`src/rtl/sub_rtmd_hs.sv`:
```
// sub_rtmd_hs: retimed, valid/ready-handshaked pipelined subtractor.
//   diff = op0 - op1 (mod 2^WIDTH), borrow = (op0 < op1).
//   The subtract is split into two WIDTH/2 halves. The low-half borrow is
//   folded into the high half one stage later, so no stage has a full-width
//   borrow chain.
// Ports:
//   clk, rst_n          clock, asynchronous active-low reset
//   in_valid/in_ready   operand handshake (op0 minuend, op1 subtrahend)
//   out_valid/out_ready result handshake (diff, borrow)
// Parameters:
//   WIDTH               operand/result width, even and >= 4
module sub_rtmd_hs #(
   parameter int WIDTH = 32
) (
   input  logic             clk,
   input  logic             rst_n,
   input  logic             in_valid,
   output logic             in_ready,
   input  logic [WIDTH-1:0] op0,
   input  logic [WIDTH-1:0] op1,
   output logic             out_valid,
   input  logic             out_ready,
   output logic [WIDTH-1:0] diff,
   output logic             borrow
);
   localparam int H = WIDTH / 2;

   // Valid shift register: vld_q[n] qualifies stage Sn.
   logic [3:1]       vld_q, vld_d;
   logic             en;

   // S1 operand capture
   logic [WIDTH-1:0] op0_q, op1_q;
   // S2 split-half partial differences and their borrows
   logic [H-1:0]     lo_q, hi_q;
   logic             bl_q, bh_q;
   // S3 final result
   logic [H-1:0]     dlo_q, dhi_q;
   logic             brw_q;

   logic [H:0]       s2_lo_d, s2_hi_d, s3_hi_d;

   // Whole pipeline moves in lock-step. It only stalls when S3 holds a
   // result that the consumer is not taking. A bubble in S3 never blocks.
   assign en       = !vld_q[3] | out_ready;
   assign in_ready = en;

   always_comb begin
      vld_d   = {vld_q[2:1], in_valid & en};
      s2_lo_d = {1'b0, op0_q[H-1:0]}     - {1'b0, op1_q[H-1:0]};
      s2_hi_d = {1'b0, op0_q[WIDTH-1:H]} - {1'b0, op1_q[WIDTH-1:H]};
      // A low-half borrow into the high half can itself borrow out
      // (hi == 0). The final borrow is the OR of both high-half borrows.
      s3_hi_d = {1'b0, hi_q} - {{H{1'b0}}, bl_q};
   end

   // Data registers load on every advance whatever the valid bits are.
   // Only vld_q qualifies them.
   always_ff @(posedge clk or negedge rst_n) begin
      if (!rst_n) begin
         vld_q <= '0;
         op0_q <= '0;
         op1_q <= '0;
         lo_q  <= '0;
         hi_q  <= '0;
         bl_q  <= 1'b0;
         bh_q  <= 1'b0;
         dlo_q <= '0;
         dhi_q <= '0;
         brw_q <= 1'b0;
      end else if (en) begin
         vld_q        <= vld_d;
         op0_q        <= op0;
         op1_q        <= op1;
         {bl_q, lo_q} <= s2_lo_d;
         {bh_q, hi_q} <= s2_hi_d;
         dlo_q        <= lo_q;
         dhi_q        <= s3_hi_d[H-1:0];
         brw_q        <= bh_q | s3_hi_d[H];
      end
   end

   assign out_valid = vld_q[3];
   assign diff      = {dhi_q, dlo_q};
   assign borrow    = brw_q;

endmodule

```
`config.mk`:
```
export PLATFORM = sky130hd
export DESIGN_NAME = sub_rtmd_hs
export DESIGN_NICKNAME = d
export VERILOG_FILES = /design/src/rtl/sub_rtmd_hs.sv
export SDC_FILE = /design/constraint.sdc
export NUM_CORES = 1
export LEC_CHECK = 0
export ABC_CLOCK_PERIOD_IN_PS = 2570
export CORE_ASPECT_RATIO = 1.75
export CORE_UTILIZATION = 55
export DETAILED_ROUTE_END_ITERATION = 10
export PLACE_DENSITY = 0.81
export SYNTH_ARGS = -nofsm -noshare
export SYNTH_HDL_FRONTEND = slang
export SYNTH_SLANG_ARGS = --single-unit
export TNS_END_PERCENT = 10
```
`constraint.sdc`:
```
create_clock -name clk -period 2.57 [get_ports clk]
set_input_delay 0.514 -clock clk [delete_from_list [all_inputs] [get_ports clk]]
set_output_delay 0.514 -clock clk [all_outputs]
set_load 0.02 [all_outputs]
```
==> results of run 1 <==
routing by layer:
layer / wire length, um / vias up / track usage [%] / part of all wire, %
li1: - / 2788 / - / -
met1: 5900 / 2732 / 27.2 / 37
met2: 9130 / 176 / 51.1 / 57
met3: 459 / 53 / 4.63 / 2.8
met4: 618 / 0 / 12.3 / 3.8
met5: 0 / - / 0 / 0
cells in the mapped netlist, types with 5 or more instances:
cell      instances  share of area, %
nand2_1         222                12
dfrtp_1         134                49
o21ai_0          67               4.9
a21oi_1          44               3.2
nor2_1           42               2.3
inv_1            41               2.2
ha_1             34               6.2
clkbuf_1         29               1.6
xnor2_1          21               2.7
nor3_1           13              0.95
nand3_1           8              0.58
o31ai_1           8              0.88
xor2_1            8               1.0
a211oi_1          7              0.77
a21o_1            7              0.77
nand2b_1          7              0.64
o21a_1            6              0.66
o21ai_1           5              0.36
cell usage in the layout, fill, tap and decap left out, types with 13 or more instances in the layout:
cell type	count
a21oi_1	43
clkbuf_16	17
clkdlybuf4s50_1	101
dfrtp_1	134
ha_1	34
inv_1	41
nand2_1	222
nor2_1	42
nor3_1	13
o21ai_0	67
xnor2_1	21
path summary, 6_finish.rpt:
path	from	endpoint	slack [ps]
worst min-delay path	rst_n	op0_q[29]$_DFFE_PN0N_	110
worst min register to register	dhi_q[14]$_DFFE_PN0N_	dhi_q[14]$_DFFE_PN0N_	470
min in group clk	dhi_q[14]$_DFFE_PN0N_	dhi_q[14]$_DFFE_PN0N_	470
max in group asynchronous	rst_n	op0_q[6]$_DFFE_PN0N_	1740
worst max-delay path	op1_q[16]$_DFFE_PN0N_	hi_q[14]$_DFFE_PN0N_	200
worst max register to register	op1_q[16]$_DFFE_PN0N_	hi_q[14]$_DFFE_PN0N_	200
power by group through the flow:
stage	clock [uW]	combinational [uW]	sequential [uW]
2_1_floorplan	0	2660	3700
3_3_place_gp	0	4260	3450
6_report	2370	4460	3470
3_5_place_dp	0	4390	3500
5_1_grt	2500	4940	3550
4_1_cts	2400	4440	3470
per-stage QoR:
stage	util [%]	area, um2	setup WS [ps]	cells
2_1_floorplan	-	6860	398	775
3_3_place_gp	66.6	8040	198	1016
3_5_place_dp	66.6	8040	103	1016
4_1_cts	71.3	8610	97.3	1044
5_1_grt	71.4	8620	53.0	1044
6_report	71.4	8620	202	1044
flip-flops by register name (all words and copies together) (netlist names):
signal,flops
bh_q,1
bl_q,1
borrow,1
dhi_q,16
dlo_q,16
hi_q,16
lo_q,16
op0_q,32
op1_q,32
vld_q,3
cell families (layout without fill, tap and decap cells):
| kind of cell | after synthesis | in the layout | share of synthesized area [%] |
|---|---|---|---|
| and+or+nand+nor | 328 | 328 | 20.9 |
| AOI/OAI and AO/OA | 171 | 171 | 14.9 |
| DFF | 134 | 134 | 48.9 |
| buffers and inverters | 75 | 179 | 4.58 |
| adders and majority gates | 36 | 36 | 6.79 |
| xor gates and xnor gates | 29 | 29 | 3.70 |
| muxes | 2 | 2 | 0.292 |
area by class of cell:
class	count	area share, %
Inverter	42	1.86
Sequential cell	134	38.9
Timing Repair Buffer	109	13.0
Tap cell	165	2.40
Clock inverter	5	1.16
Multi-Input combinational cell	566	37.2
Clock buffer	23	5.43
critical path, cell delays in order (launching register included):
cell and delay, ps:
dfrtp_1 370, ha_1 210, fa_1 410, nor2b_1 170, o31ai_1 120, a21oi_2 260
a21oi_1 180, or4b_1 490, nand3_1 100
==> metrics.cfg, run 1 <==
[synth]
synth_edf_count = 0
ys_ff_latch = 134
ys_async_sr_fraction_pct = 100
synth_cell_type_count = 61
synthesis.area_mm2 = 0.00686
synth_nets = 879
ys_warn_count = 0
netlist_instances = 775
synth_top_flop_cell = dfrtp_1
syn_avg_cell_area_um2 = 8.85
synth_seq_area_share_pct = 48.9

[worst_setup_path]
cp.arrival_ps = 2710
rr_worst_depth = 8
critical_path_class = flop to flop
critPathMaxFanout = 3
cp-start-kind = flop
cp-end-kind = flop
critPathRequiredTime_ps = 2910

[routing]
routedWlPerCell_um = 15.4
wirelength_um = 16100
route.detailed.drc = 0
drtIter0Drc = 353
vias_per_cell = 5.51
vias = 5749
drt_first_pass_iters = 5
detail-route-antenna-nets = 0

[floorplan]
start_util_pct = 56.8
ioPinCount = 103
fp.dieH_um = 150
fp.coreArea_mm2 = 0.0121
num_rows = 53
dieArea_mm2 = 0.0129
die_w_um = 86.4

[pwr]
power_density_mw_per_mm2 = 1190
switchingPower_uw = 3930
pwr-share-comb_pct = 43.3
leakage_uw = 0.00399
swShare_pct = 38.1
ir_worst_vdd_uv = 636
seqPwrFrac_pct = 33.7
pwr-share-clk_pct = 23.0
cellInternalPower_uw = 6370
p_total_uw = 10300

[global_routing]
overflow = 0
grt_usage_pct = 26.6
grt_pass1_vias = 5988
antenna_found_initial = 0
grt_pass1_wl_um = 26700
grt_max_degree = 141

[cts]
htree_levels = 4
cts_sinks = 134
cts_setup_buffers = 0
clock_latency_ps = 410
root_buffer = clkbuf_16
clock_path_buffers = 2
cts_buffers = 17
cts_tree = yes
cts_resized = 0
clkTransAtPathRegs_ps = 50
holdBufCountCts = 0

[timing]
setup_violations = 0
slew_viol_final = 0
slew_headroom_pct = 59.3
holdWs_ps = 109
fin_crit_ps = 2370
finClkSkew_ps = 11.1
rsz0062_at_grt = no
finalCritPeriodShare_pct = 92.2
finalHoldViolations = 0
fmax_ghz = 0.422
finalSetupTns_ps = 0
tightest_slew_ps = 610

[job]
drv_cap = 0

[placement]
place_congestion = 0.920
place_hpwl_um = 11600
portBuffers = 102

[outcome]
status = finished clean

[layout]
multiInputGateArea_mm2 = 0.00321
fillers = 941
antennaDiodeCount = 0
area_growth_pct = 25.7
drive_above_1_share_pct = 5.57
fin_nets = 974
seq_area_mm2 = 0.00335

[min_path]
worst_hold_path_type = input pin to asynchronous set/reset pin

Power figures use the tool's default switching activity.
==> run 2: changes to the inputs <==
--- a/config.mk
+++ b/config.mk
@@ -5,11 +5,11 @@
 export SDC_FILE = /design/constraint.sdc
 export NUM_CORES = 1
 export LEC_CHECK = 0
-export ABC_CLOCK_PERIOD_IN_PS = 2570
+export ABC_CLOCK_PERIOD_IN_PS = 2340
 export CORE_ASPECT_RATIO = 1.75
-export CORE_UTILIZATION = 55
+export CORE_UTILIZATION = 25
 export DETAILED_ROUTE_END_ITERATION = 10
-export PLACE_DENSITY = 0.81
+export GPL_TIMING_DRIVEN = 0
 export SYNTH_ARGS = -nofsm -noshare
 export SYNTH_HDL_FRONTEND = slang
 export SYNTH_SLANG_ARGS = --single-unit
==> constraint.sdc (replaced) <==
create_clock -name clk -period 2.34 [get_ports clk]
set_input_delay 0.468 -clock clk [delete_from_list [all_inputs] [get_ports clk]]
set_output_delay 0.468 -clock clk [all_outputs]
set_load 0.02 [all_outputs]
==> metrics.cfg, run 2 (synthesis results as in run 1) <==
[outcome]
status = finished clean

[floorplan]
fp.coreArea_mm2 = 0.0268
dieArea_mm2 = 0.0281
fp.dieH_um = 221
die_w_um = 127
start_util_pct = 25.6
ioPinCount = 103
num_rows = 79

[pwr]
leakage_uw = 0.00407
ir_worst_vdd_uv = 559
p_total_uw = 11900
power_density_mw_per_mm2 = 1300

[layout]
multiInputGateArea_mm2 = 0.00326
finish.utilization_pct = 34.0
seq_area_mm2 = 0.00335
fin_nets = 1005
final_common_cell = nand2_1
area_growth_pct = 32.9
drive_above_1_share_pct = 7.66
final_cell_mix = nand2_1 (222), dfrtp_1 (134), clkdlybuf4s50_1 (100)
antennaDiodeCount = 0
top_regs = op0_q x32, op1_q x32
fillers = 2795

[cts]
cts_sinks = 134
clock_latency_ps = 430
cts_buffers = 17
root_buffer = clkbuf_16
cts_tree = yes
htree_levels = 4
clkTransAtPathRegs_ps = 60
clock_path_buffers = 2

[timing]
finalCritPeriodShare_pct = 98.3
slew_viol_final = 0
finalHoldViolations = 0
fmax_ghz = 0.435
tightest_slew_ps = 644
rsz0062_at_grt = yes
fin_crit_ps = 2300
slew_headroom_pct = 57.1
finClkSkew_ps = 11.9
setup_violations = 0

[min_path]
worst_hold_path_type = flop to flop
hp-start = dlo_q[4]$_DFFE_PN0N_
hold_path_depth = 2
hold_end = dlo_q[4]$_DFFE_PN0N_

[global_routing]
antenna_found_initial = 0
grt_usage_pct = 15.1
grt_pass1_wl_um = 32000
grt_max_degree = 100
grt_pass1_vias = 6199
overflow = 0

[placement]
portBuffers = 102
place_hpwl_um = 15700
place_congestion = 0.943

[routing]
drtIter0Drc = 299
routedWlPerCell_um = 15.8
wl_met3_um = 613
vias_per_cell = 4.51
vias = 5768
dr.max_layer_used = met4
wl_met1_um = 6990
wirelength_um = 20200
drt_first_pass_iters = 6
detail-route-antenna-nets = 0
route.detailed.drc = 0
wl_met2_um = 11700

[worst_setup_path]
reg2reg_slack_ps = 40
cp.arrival_ps = 2650
critical_path_class = flop to flop
reg2reg_to = hi_q[13]$_DFFE_PN0N_
rr_worst_depth = 8
critPathMaxFanout = 8
cp-start-kind = flop
r2r_start = op0_q[28]$_DFFE_PN0N_
critPathRequiredTime_ps = 2690
cp-end-kind = flop

[job]
drv_cap = 0

-- run 2: cell type report --
cell class              count  share of cell area (%)
well taps                 364                    5.00
multi-input cells         566                    35.7
flip-flops and latches    134                    36.8
inverters                  42                    1.78
clock inverters            14                    2.20
clock buffers              18                    4.71
repair buffers            107                    11.8
plain buffers              33                    1.98
-- run 2: critical path, stage by stage, from the launching register on --
cell and delay (ps):
dfrtp_1 410, ha_1 280, clkbuf_1 270, nand2_1 180, or3_1 400, a211oi_1 300
a21oi_1 110, xor2_1 160, o21ai_1 120
-- run 2: repair_timing --
| item | 4_1_cts | 5_1_grt |
|---|---|---|
| hold buffers | 1 | 0 |
| cloned | 0 | 0 |
| pin swaps | 1 | 0 |
| hold endpoints to repair | 35 | 0 |
| resized for setup | 20 | 9 |
| buffers inserted | 3 | 0 |
| endpoints found under the setup margin | 108 | 26 |
-- run 2: stage by stage --
| stage | hold slack [ps] | cell area [um2] | worst slack [ps] | instances | TNS (ps) |
|---|---|---|---|---|---|
| 4_1_cts | 466 | 9080 | 1.11 | 1278 | 0 |
| 5_1_grt | 488 | 9110 | -107 | 1278 | -591 |
| 3_3_place_gp | 444 | 8340 | -4670 | 1241 | -693360 |
| 6_report | 465 | 9110 | 39.8 | 1278 | 0 |
| 2_1_floorplan | 172 | 6860 | 168 | 775 | 0 |
| 3_5_place_dp | 389 | 8360 | -1360 | 1242 | -66420 |
-- run 2: power by group --
part / total (uW) / leakage, uW / switching [uW] / internal, uW
Combinational: 5170 / 0.00219 / 2980 / 2190
Sequential: 3820 / 0.00158 / 613 / 3200
Clock: 2880 / 0.000298 / 1090 / 1790
Total: 11900 / 0.00407 / 4680 / 7180
-- run 2: worst max-delay path by stage --
stage / from / to / slack (ps) / cells after the start
4_1_cts: op1_q[16]$_DFFE_PN0N_ / hi_q[14]$_DFFE_PN0N_ / 1 / 9
2_1_floorplan: op1_q[16]$_DFFE_PN0N_ / hi_q[14]$_DFFE_PN0N_ / 170 / 8
5_1_grt: op0_q[28]$_DFFE_PN0N_ / hi_q[13]$_DFFE_PN0N_ / -110 / 8
3_5_place_dp: out_ready / in_ready / -1360 / 6
3_3_place_gp: rst_n / op0_q[24]$_DFFE_PN0N_ / -4670 / 1
6_report: op0_q[28]$_DFFE_PN0N_ / hi_q[13]$_DFFE_PN0N_ / 40 / 8
-- run 2: per-layer routing --
metal / track usage (%) / up-vias
met5: 0 / -
met4: 8.79 / 0
met3: 2.56 / 54
met2: 30.0 / 126
met1: 14.0 / 2730
li1: - / 2858
